**config.mk**
```make
export PLATFORM = sky130hd
export DESIGN_NAME = mem_access_unit
export DESIGN_NICKNAME = d
export VERILOG_FILES = /design/src/rtl/mem_pkg.sv /design/src/rtl/mem_lane_align.sv /design/src/rtl/mem_access_unit.sv
export SDC_FILE = /design/constraint.sdc
export NUM_CORES = 1
export LEC_CHECK = 0
export CORE_MARGIN = 1.5
export CORE_UTILIZATION = 33
export DETAILED_ROUTE_END_ITERATION = 16
export PLACE_DENSITY = 0.62
export SYNTH_ARGS = -nofsm -noshare
export SYNTH_HDL_FRONTEND = slang
export SYNTH_SLANG_ARGS = --single-unit
```
**constraint.sdc**
```tcl
create_clock -name clk -period 3.2 [get_ports clk]
set_input_delay 0.64 -clock clk [delete_from_list [all_inputs] [get_ports clk]]
set_output_delay 0.64 -clock clk [all_outputs]
set_load 0.03 [all_outputs]
```
**src/rtl/mem_pkg.sv**
```systemverilog
// Shared definitions for the data-memory access stage: funct3 access codes,
// size encodings, the access FSM states and the byte-mask helper.
package mem_pkg;

  localparam int MEM_XLEN = 64;

  localparam logic [2:0] F3_B   = 3'b000;
  localparam logic [2:0] F3_H   = 3'b001;
  localparam logic [2:0] F3_W   = 3'b010;
  localparam logic [2:0] F3_D   = 3'b011;
  localparam logic [2:0] F3_BU  = 3'b100;
  localparam logic [2:0] F3_HU  = 3'b101;
  localparam logic [2:0] F3_WU  = 3'b110;
  localparam logic [2:0] F3_ILL = 3'b111;

  localparam logic [1:0] SZ_B = 2'd0;
  localparam logic [1:0] SZ_H = 2'd1;
  localparam logic [1:0] SZ_W = 2'd2;
  localparam logic [1:0] SZ_D = 2'd3;

  typedef enum logic [1:0] {
    IDLE = 2'd0,
    WAIT = 2'd1,
    DONE = 2'd2
  } state_e;

  function automatic logic [7:0] size_mask(input logic [1:0] sz);
    logic [7:0] m;
    case (sz)
      SZ_B:    m = 8'h01;
      SZ_H:    m = 8'h03;
      SZ_W:    m = 8'h0F;
      default: m = 8'hFF;
    endcase
    return m;
  endfunction

endpackage

```
**src/rtl/mem_lane_align.sv**
```systemverilog
// Combinational byte-lane logic: request byte enables, store shift, access legality,
// and load shift + sign/zero extension. Zero latency, no flow control of its own.
module mem_lane_align #(
  parameter int XLEN = 64
) (
  input  logic            rd_en_i,
  input  logic            wr_en_i,
  input  logic [2:0]      req_funct3_i,
  input  logic [2:0]      req_off_i,
  input  logic [XLEN-1:0] st_data_i,
  output logic [7:0]      be_o,
  output logic [XLEN-1:0] st_data_o,
  output logic            err_o,
  input  logic [2:0]      ld_funct3_i,
  input  logic [2:0]      ld_off_i,
  input  logic [XLEN-1:0] ld_raw_i,
  output logic [XLEN-1:0] ld_data_o
);
  import mem_pkg::*;

  logic            misaligned;
  logic            illegal;
  logic [XLEN-1:0] ld_sh;

  always_comb begin
    case (req_funct3_i[1:0])
      SZ_H:    misaligned = req_off_i[0];
      SZ_W:    misaligned = |req_off_i[1:0];
      SZ_D:    misaligned = |req_off_i;
      default: misaligned = 1'b0;
    endcase
  end

  // Unsigned encodings do not exist for stores, and 111 is unused for loads.
  assign illegal = (rd_en_i & wr_en_i)
                 | (rd_en_i & (req_funct3_i == F3_ILL))
                 | (wr_en_i & req_funct3_i[2]);
  assign err_o   = (rd_en_i | wr_en_i) & (misaligned | illegal);

  assign be_o      = size_mask(req_funct3_i[1:0]) << req_off_i;
  assign st_data_o = st_data_i << {req_off_i, 3'b000};
  assign ld_sh     = ld_raw_i >> {ld_off_i, 3'b000};

  always_comb begin
    case (ld_funct3_i)
      F3_B:    ld_data_o = {{(XLEN-8){ld_sh[7]}}, ld_sh[7:0]};
      F3_H:    ld_data_o = {{(XLEN-16){ld_sh[15]}}, ld_sh[15:0]};
      F3_W:    ld_data_o = {{(XLEN-32){ld_sh[31]}}, ld_sh[31:0]};
      F3_D:    ld_data_o = ld_sh;
      F3_BU:   ld_data_o = {{(XLEN-8){1'b0}}, ld_sh[7:0]};
      F3_HU:   ld_data_o = {{(XLEN-16){1'b0}}, ld_sh[15:0]};
      F3_WU:   ld_data_o = {{(XLEN-32){1'b0}}, ld_sh[31:0]};
      default: ld_data_o = '0;
    endcase
  end

endmodule

```
**src/rtl/mem_access_unit.sv**
```systemverilog
// MEM stage: turns load/store controls into a registered req/ack memory access, stalling
// upstream from the issue cycle until the ack (or timeout) cycle; result shown in DONE.
module mem_access_unit #(
  parameter int XLEN    = mem_pkg::MEM_XLEN,
  parameter int TIMEOUT = 16
) (
  input  logic            clk,
  input  logic            rst_n,
  input  logic            in_valid,
  input  logic            MemRead,
  input  logic            MemWrite,
  input  logic [2:0]      funct3,
  input  logic [XLEN-1:0] ALU_result,
  input  logic [XLEN-1:0] WriteData,
  input  logic [4:0]      rd,
  input  logic            RegWrite,
  input  logic            MemtoReg,
  output logic            stall,
  output logic [XLEN-1:0] ReadData,
  output logic [XLEN-1:0] ALU_result_out,
  output logic [4:0]      rd_out,
  output logic            RegWrite_out,
  output logic            MemtoReg_out,
  output logic            mem_err,
  output logic            dmem_req,
  output logic            dmem_we,
  output logic [XLEN-1:0] dmem_addr,
  output logic [XLEN-1:0] dmem_wdata,
  output logic [7:0]      dmem_be,
  input  logic [XLEN-1:0] dmem_rdata,
  input  logic            dmem_ack
);
  import mem_pkg::*;

  localparam int            CW       = $clog2(TIMEOUT);
  localparam logic [CW-1:0] CNT_LAST = CW'(TIMEOUT - 1);

  state_e          state_q, state_d;
  logic            req_q, req_d;
  logic            we_q, we_d;
  logic [XLEN-1:0] addr_q, addr_d;
  logic [XLEN-1:0] wdata_q, wdata_d;
  logic [7:0]      be_q, be_d;
  logic [2:0]      off_q, off_d;
  logic [2:0]      f3_q, f3_d;
  logic [XLEN-1:0] rdata_q, rdata_d;
  logic [CW-1:0]   cnt_q, cnt_d;
  logic            err_q, err_d;

  logic            mem_op;
  logic            lane_err;
  logic [7:0]      lane_be;
  logic [XLEN-1:0] lane_wdata;
  logic [XLEN-1:0] lane_ld;
  logic            kill_wb;

  assign mem_op = in_valid & (MemRead | MemWrite);

  // Load extension uses the offset/size captured at issue, not the live inputs.
  mem_lane_align #(.XLEN(XLEN)) u_lane (
    .rd_en_i      (MemRead),
    .wr_en_i      (MemWrite),
    .req_funct3_i (funct3),
    .req_off_i    (ALU_result[2:0]),
    .st_data_i    (WriteData),
    .be_o         (lane_be),
    .st_data_o    (lane_wdata),
    .err_o        (lane_err),
    .ld_funct3_i  (f3_q),
    .ld_off_i     (off_q),
    .ld_raw_i     (dmem_rdata),
    .ld_data_o    (lane_ld)
  );

  always_ff @(posedge clk or negedge rst_n) begin
    if (!rst_n) begin
      state_q <= IDLE;
      req_q   <= 1'b0;
      we_q    <= 1'b0;
      addr_q  <= '0;
      wdata_q <= '0;
      be_q    <= '0;
      off_q   <= '0;
      f3_q    <= '0;
      rdata_q <= '0;
      cnt_q   <= '0;
      err_q   <= 1'b0;
    end else begin
      state_q <= state_d;
      req_q   <= req_d;
      we_q    <= we_d;
      addr_q  <= addr_d;
      wdata_q <= wdata_d;
      be_q    <= be_d;
      off_q   <= off_d;
      f3_q    <= f3_d;
      rdata_q <= rdata_d;
      cnt_q   <= cnt_d;
      err_q   <= err_d;
    end
  end

  always_comb begin
    state_d  = state_q;
    req_d    = req_q;
    we_d     = we_q;
    addr_d   = addr_q;
    wdata_d  = wdata_q;
    be_d     = be_q;
    off_d    = off_q;
    f3_d     = f3_q;
    rdata_d  = rdata_q;
    cnt_d    = cnt_q;
    err_d    = err_q;
    stall    = 1'b0;
    mem_err  = 1'b0;
    ReadData = '0;
    kill_wb  = 1'b0;

    unique case (state_q)
      IDLE: begin
        if (mem_op) begin
          if (lane_err) begin
            mem_err = 1'b1;
            kill_wb = 1'b1;
          end else begin
            stall   = 1'b1;
            req_d   = 1'b1;
            we_d    = MemWrite;
            addr_d  = {ALU_result[XLEN-1:3], 3'b000};
            wdata_d = lane_wdata;
            be_d    = lane_be;
            off_d   = ALU_result[2:0];
            f3_d    = funct3;
            rdata_d = '0;
            cnt_d   = '0;
            err_d   = 1'b0;
            state_d = WAIT;
          end
        end
      end
      WAIT: begin
        stall = 1'b1;
        // An ack on the final counted cycle still completes the access.
        if (dmem_ack) begin
          rdata_d = we_q ? '0 : lane_ld;
          req_d   = 1'b0;
          we_d    = 1'b0;
          state_d = DONE;
        end else if (cnt_q == CNT_LAST) begin
          req_d   = 1'b0;
          we_d    = 1'b0;
          err_d   = 1'b1;
          state_d = DONE;
        end else begin
          cnt_d = cnt_q + 1'b1;
        end
      end
      DONE: begin
        ReadData = rdata_q;
        if (err_q) begin
          mem_err = 1'b1;
          kill_wb = 1'b1;
        end
        cnt_d   = '0;
        err_d   = 1'b0;
        state_d = IDLE;
      end
      default: state_d = IDLE;
    endcase
  end

  assign ALU_result_out = ALU_result;
  assign rd_out         = rd;
  assign RegWrite_out   = RegWrite & ~kill_wb;
  assign MemtoReg_out   = MemtoReg & ~kill_wb;

  assign dmem_req   = req_q;
  assign dmem_we    = we_q;
  assign dmem_addr  = addr_q;
  assign dmem_wdata = wdata_q;
  assign dmem_be    = be_q;

endmodule
```
[Word-level counts from Yosys, hierarchy flattened]
Cells that the tools add are included.
Operators by class
  bitwise gates (word level): 13
  muxes and demuxes: 39
  shifts and indexed selects: 3
  equality and inequality tests: 20
  reductions and logical operators: 13
  add/sub/neg operators: 1
Operators by type and width (count)
  64-bit case mux with 7 select lines: 1
  64-bit two-way mux: 5
  64-bit case mux with 2 select lines: 1
  64-bit by 6-bit << shifter with 64-bit output: 1
  64-bit by 6-bit right shift with 64-bit output: 1
  8-bit case mux with 3 select lines: 1
  4-bit two-way mux: 4
  1-bit two-way mux: 15
  3-bit equality test, second input constant: 4
  2-bit != test, second input constant: 6
  4-bit case mux with 3 select lines: 1
  5-bit AND reduction: 2
  2-bit two-way mux: 4
  1-bit case mux with 2 select lines: 4
  4-bit AND reduction: 2
  8-bit by 3-bit << shifter with 8-bit output: 1
  1-bit bitwise AND: 7
  2-bit equality test, second input constant: 3
  3-bit by 2-bit equality test with 1-bit output, second input constant: 2
  1-bit case mux with 3 select lines: 2
  3-bit AND reduction: 2
  4-bit by 1-bit adder with 4-bit output, second input constant: 1
  2-bit by 1-bit equality test with 1-bit output, second input constant: 2
  4-bit equality test, second input constant: 1
  other kinds (11): 16
Storage, ports and cells
  output and inout port bits: 275
  bits of input ports: 208
  word-level logic and storage cells: 100
  register bits: 212

[Depth between registers and ports, before layout]
Gate-level depths: netlist of run 1.
  word-level depth: 11
  depth in mapped cells: 9
  depth with buffers taken out: 5

[By module]
From an unflattened synthesis of run 1, not the netlist that was laid out.
Unflattened totals
  cells, all modules: 1333
  area total of the unflattened synthesis: 13693.1 um^2
By module, submodules not included
  mem_access_unit: area each 9527.9 um^2, instances 1, sequential area each 5305.1 um^2, cells each 774
  mem_lane_align: area each 4165.2 um^2, instances 1, sequential area each 0.0 um^2, cells each 559

[Worst setup path before layout of run 1]
OpenSTA, ideal clock, no wires.
  path kind: input port to output port
  start: input funct3[1]
  end: output stall
  arrival time: 2.200 ns
  stages: 7
  path slack: 0.360 ns
  path buffers: 3
  data required time: 2.560 ns
  path through: clkbuf_1 -> nand2_1 -> and3b_1 -> nand4_1 -> clkbuf_1 -> clkbuf_1 -> nand2_1
On the way
  cells in the longest elaborated chain, start to end: 9
  elaborated cells between the ends (all ways): 13
  classes of those cells: eq/ne: 4; mux: 4; bitwise: 5
RTL lines
  from (decl): line mem_access_unit.sv:12  | input logic [2:0] funct3,
  3-bit equality test: line mem_lane_align.sv:36  | | (rd_en_i & (req_funct3_i == F3_ILL))
  1-bit bitwise AND: line mem_lane_align.sv:36
  1-bit bitwise OR: line mem_lane_align.sv:36
  1-bit bitwise OR: line mem_lane_align.sv:37  | | (wr_en_i & req_funct3_i[2]);
  1-bit bitwise OR (*): line mem_lane_align.sv:38  | assign err_o = (rd_en_i | wr_en_i) & (misaligned | illegal);
  1-bit bitwise AND (*): line mem_lane_align.sv:38
  1-bit two-way mux (*): line mem_access_unit.sv:123  | if (lane_err) begin
  1-bit two-way mux (*): line mem_access_unit.sv:122  | if (mem_op) begin
  1-bit case mux with 2 select lines (*): line mem_access_unit.sv:120  | unique case (state_q)
  to (decl): line mem_access_unit.sv:18  | output logic stall,
Every way passes the cells marked *; elsewhere a longest branch is shown, timed or not.

[Final worst setup path of run 1]
  start: register state_q[1]
  end: output ReadData[41]
On the way
  cells in the longest elaborated chain, start to end: 2
RTL lines
  from (decl): line mem_access_unit.sv:38  | state_e state_q, state_d;
  from (signal assigned): line mem_access_unit.sv:89  | state_q <= state_d;
  2-bit equality test: line mem_access_unit.sv:120
  64-bit two-way mux: line mem_access_unit.sv:120
  to (decl): line mem_access_unit.sv:19  | output logic [XLEN-1:0] ReadData,
Every way passes these cells.

==> flow_summary.toml, run 1 <==
[clocking]
cts_tree = "done"
clock-sinks = 212
clk_path_buf_depth = 3
post_cts_buffers = 0
cts-hold-fix-buffers = 0
cts_inserted_buffers = 25
cts.htree.levels = 1
path_clk_slew_ps = 50
cts_resized = 0
clock_latency_ps = 530
clock-root-buffer = "clkbuf_16"

[finish]
final_cells = 2186
area_growth_pct = 44.7
layout-drive-gt1-share_pct = 8.21
diodes = 0
fin_nets = 1915
layout.cells.most_common = "clkdlybuf4s50_1"
mostFrequentLayoutCells = "clkdlybuf4s50_1, nand2_1, dfrtp_1"
utilization_pct = 48.6

[synth]
synth_top_area_share_pct = 42.9
ys.flop_type = "dfrtp_1"
syn_area_per_cell_sq_um = 9.21
async_reset_ff_share_pct = 100
synth.cell_area_sq_um = 12400
syn_inst = 1342
ys_types = 54
synth_seq_cells = 212
synth_area_leader_cell = "dfrtp_1"
yosys-top-cells-area = "dfrtp_1, nand2_1, mux2i_1, buf_4, and2_1"
ys_warn_count = 0
ys_seq_area_share_pct = 42.9
synth_edf_count = 0

[die]
pin_count = 483
core_area_sq_um = 36800
die-height_microns = 197
fp.dieW_microns = 197
dieArea_sq_um = 38600
fp-row-count = 70
start_util_pct = 33.6

[placed_design]
dp_hpwl_microns = 35100
place_inst = 2147
place_congestion = 0.960
numPortBuffers = 469

[timing]
setup_viol = 0
tightestPinTransition_ps = 708
setup_tns_ps = 0
fmax_mhz = 333
fin_crit_sh_pct = 93.8
relSlewSlack_pct = 52.8
final-max-slew-violation-count = 0
fin_crit_ps = 3000
hold_viol_final = 0
fin_skew_ps = 17.9
whs_ps = 63.3
rsz0062_at_grt = "false"

[critical_path]
cp-end-kind = "output pin"
cp.arrival_ps = 2360
worstSetupPathType = "reg -> out"
path_max_fanout = 65
start_kind = "flip-flop"
crit_required_ps = 2560

[power]
ir_drop_uv = 490
p_per_area_nw_per_um2 = 691
p_leak_nw = 8.01
total_power_mw = 12.4

[run]
cap_violations = 0

[global_route]
grt_max_degree = 78
grtUsageTotal_pct = 23.6
grt_pass1_vias = 11700
grt_pass1_wl_microns = 70700
grt_overflow = 0
antenna_found_initial = 0

[status]
status = "completed"

[drt]
vias = 11400
vias_per_cell = 5.22
drt_first_pass_iters = 5
drc = 0
drt_iter0_markers = 624
routed_wl_microns = 46700
wl_per_cell_microns = 21.4
ant_nets = 0

[worst_hold_path]
hp-class = "in -> async"
[synthesized netlist by cell type, types with 11 or more instances]
cell type and number:
o31ai_1 22, dfrtp_1 212, a211o_1 17, mux2_2 29
a21o_1 18, o21a_1 11, nand2_1 287, mux2i_1 99
and2_1 66, a221o_1 30, nor2b_1 22, a21oi_1 46
nand3_1 27, clkbuf_1 66, buf_2 25, nor2_1 59
o21ai_0 78, mux4_2 16, buf_4 72, a211oi_1 17
nand2b_1 15
[flip-flops by register name, summed over array words and instances (netlist names)]
name / cells
dmem_addr: 61
off_q: 3
cnt_q: 4
dmem_wdata: 64
err_q: 1
dmem_we: 1
dmem_be: 8
f3_q: 3
dmem_req: 1
state_q: 2
rdata_q: 64
[worst paths after layout]
| path | cells after the start | slack, ps | start | to |
|---|---|---|---|---|
| setup / recovery | 4 | 200 | state_q[1] | ReadData[41] |
| setup reg to reg | 6 | 720 | off_q[0] | rdata_q[12] |
| max in group asynchronous | 2 | 2340 | rst_n | dmem_wdata[25] |
| hold / removal | 1 | 60 | rst_n | cnt_q[3] |
| hold reg to reg | 2 | 470 | dmem_wdata[6] | dmem_wdata[6] |
| min in group clk | 3 | 440 | ALU_result[1] | off_q[1] |
[critical path, cell delays in order (launching register included)]
cell and delay [ps]:
dfrtp_1 440, nor2b_4 200, buf_12 230, and2_1 230, clkdlybuf4s50_1 690
[through the flow]
| stage | instance area [sq um] | setup WS (ps) |
|---|---|---|
| 6_report | 17900 | 197 |
| 3_3_place_gp | 17200 | 260 |
| 3_5_place_dp | 17200 | 229 |
| 5_1_grt | 17900 | 78.4 |
| 2_1_floorplan | 12400 | 360 |
| 4_1_cts | 17900 | 135 |
[per-layer routing]
metal	vias to the layer above	wire (microns)	part of all wire (%)	track usage, %
met5	-	0	0	0
met4	0	1780	3.8	8.88
met3	74	2940	6.3	4.33
met2	435	23100	49	41.5
li1	5356	-	-	-
met1	5551	18900	40	28.8
[power by group]
part	switching (mW)	leakage [nW]	internal (mW)	total, mW
Sequential	0.605	2.76	3.56	4.16
Combinational	3.16	4.89	2.40	5.56
Clock	1.14	0.362	1.51	2.65
[layout make-up]
class                           instances  area (sq um)
Sequential cell                       212          5310
Clock buffer                           33           696
Multi-Input combinational cell        951          6070
Tap cell                              468           586
Timing Repair Buffer                  511          5170
Fill cell                            3490         18900
Inverter                                5          18.8
Clock inverter                          6          36.3
[kinds of logic (layout without fill, tap and decap cells)]
kind of cell	count (synthesis)	count (layout)	share of synthesized area (%)
simple gates	514	514	19.0
compound gates	289	289	16.3
flops	212	212	42.9
buf+inv	181	555	8.11
mux	144	144	13.6
fa+ha+maj	1	1	0.101
other cells	1	3	0.0303
Power figures use the tool's default switching activity.
==> run 2: changes to the inputs <==
--- a/config.mk
+++ b/config.mk
@@ -5,10 +5,10 @@
 export SDC_FILE = /design/constraint.sdc
 export NUM_CORES = 1
 export LEC_CHECK = 0
-export CORE_MARGIN = 1.5
-export CORE_UTILIZATION = 33
+export CORE_AREA = 2 2 190 192
 export DETAILED_ROUTE_END_ITERATION = 16
-export PLACE_DENSITY = 0.62
+export DIE_AREA = 0 0 192 194
+export PLACE_DENSITY = 0.66
 export SYNTH_ARGS = -nofsm -noshare
 export SYNTH_HDL_FRONTEND = slang
 export SYNTH_SLANG_ARGS = --single-unit
==> flow_summary.toml, run 2 (synthesis results as in run 1) <==
[global_route]
grtUsageTotal_pct = 24.6
grt.met1_usage_pct = 29.3
grt_pass1_wl_microns = 71200
grt_pass1_vias = 11800
grt.met3_usage_pct = 5.01
grt_max_degree = 100
antenna_found_initial = 1
grtUsageMet2_pct = 43.7
grt_overflow = 0
grt.busiest_layer = "met2"

[drt]
drt_first_pass_iters = 5
wl_per_cell_microns = 21.6
vias_per_cell = 5.26
routed_wl_microns = 47000
ant_nets = 0
drt_iter0_markers = 785
vias = 11500
drc = 0

[timing]
whs_ps = 71.4
final-max-slew-violation-count = 0
hold_viol_final = 0
fin_skew_ps = 7.21
fmax_mhz = 330
relSlewSlack_pct = 45.6
fin_crit_ps = 3030
setup_tns_ps = 0
tightestPinTransition_ps = 816
fin_crit_sh_pct = 94.8
setup_viol = 0
rsz0062_at_grt = "false"

[finish]
layout-drive-gt1-share_pct = 8.16
n_fill_cell = 3302
fin_nets = 1907
area_growth_pct = 44.9
layout.cells.most_common = "clkdlybuf4s50_1"
mostFrequentLayoutCells = "clkdlybuf4s50_1, nand2_1, dfrtp_1"

[critical_path]
r2r-start = "off_q[0]"
crit_required_ps = 2560
cp.buffers_inverters = 2
critical-path-top-delay-family = "buffers and inverters"
r2r_slack_ps = 710
cp_slowest_cell = "clkdlybuf4s50_1"
path_cells = "nor2b_2, buf_12, and2_1, clkdlybuf4s50_1"
cp-end-kind = "output pin"
max_stage_delay_ps = 690
reg2reg_to = "rdata_q[9]"
cp.arrival_ps = 2390
worstSetupPathType = "reg -> out"
rr_worst_depth = 5
start_kind = "flip-flop"
path_max_fanout = 65

[placed_design]
numPortBuffers = 469
dp_hpwl_microns = 34900
place_congestion = 0.884

[clocking]
path_clk_slew_ps = 60
clock-root-buffer = "clkbuf_16"
cts_resized = 0
cts_inserted_buffers = 24
post_cts_buffers = 0
clock_latency_ps = 520
cts.htree.levels = 1
cts-hold-fix-buffers = 0
clk_path_buf_depth = 3
cts_tree = "done"
clock-sinks = 212

[run]
cap_violations = 0

[die]
core_area_sq_um = 35200
pin_count = 483
dieArea_sq_um = 37200
start_util_pct = 35.1
die-height_microns = 194
fp.dieW_microns = 192
fp-row-count = 69

[power]
p_per_area_nw_per_um2 = 704
p_leak_nw = 8.02
total_power_mw = 12.6
ir_drop_uv = 381

[status]
status = "completed"

[worst_hold_path]
hp-class = "in -> async"
-- run 2: cell types whose count changed in the layout (fill, tap and decap cells not counted), sizes merged --
| cell | previous run | this run |
|---|---|---|
| bufinv | 0 | 1 |
| buf | 50 | 43 |
| clkbuf | 33 | 37 |
| diode | 0 | 1 |
-- run 2: final cells by class --
type / count / area, sq um / share of cell area, %
Timing Repair Buffer: 504 / 5120 / 28.6
Clock buffer: 37 / 761 / 4.25
Tap cell: 461 / 577 / 3.22
Inverter: 5 / 18.8 / 0.105
Clock inverter: 7 / 66.3 / 0.370
Antenna cell: 1 / 2.50 / 0.0140
Sequential cell: 212 / 5310 / 29.6
Multi-Input combinational cell: 951 / 6070 / 33.9
-- run 2: stage by stage --
step	instance area, sq um	cells	setup WS (ps)	util (%)
after global routing	17900	2177	29.9	50.9
after global placement	17100	2133	271	48.5
after CTS	17900	2177	141	50.9
final	17900	2178	167	50.9
after detailed placement	17100	2133	226	48.5
after floorplan	12400	1344	360	-
-- run 2: worst register-to-register path, cell delays in order (launching register included) --
cell and delay, ps:
dfrtp_1 750, inv_2 380, nor2_1 590, a21oi_1 260, mux2i_1 270, a221o_1 180
-- run 2: worst max-delay path by stage --
stage                              end  startpoint  slack (ps)  depth (start not counted)
after floorplan                  stall   funct3[1]         360                          7
after global placement    MemtoReg_out     MemRead         270                          6
after detailed placement  MemtoReg_out     MemRead         230                          6
after CTS                 ReadData[55]  state_q[1]         140                          4
after global routing      ReadData[55]  state_q[1]          30                          4
final                     ReadData[55]  state_q[1]         170                          4
-- run 2: power breakdown --
part / switching, mW / internal (mW)
registers: 0.602 / 3.56
logic: 3.20 / 2.40
clock network: 1.15 / 1.71
total: 4.95 / 7.67
-- run 2: per-layer routing --
layer / part of all wire [%] / wire length [microns] / vias to the layer above
met5: 0 / 0 / -
met4: 3.8 / 1780 / 0
met3: 7.5 / 3530 / 90
met2: 50 / 23700 / 487
met1: 38 / 18000 / 5532
li1: - / - / 5344
==> run 3: changes to the inputs <==
--- a/config.mk
+++ b/config.mk
@@ -8,6 +8,7 @@
 export CORE_AREA = 2 2 190 192
 export DETAILED_ROUTE_END_ITERATION = 16
 export DIE_AREA = 0 0 192 194
+export HOLD_SLACK_MARGIN = 0.02
 export PLACE_DENSITY = 0.66
 export SYNTH_ARGS = -nofsm -noshare
 export SYNTH_HDL_FRONTEND = slang
==> results of run 3 <==
No change in the layout: final DEF, timing and power equal those of run 2.
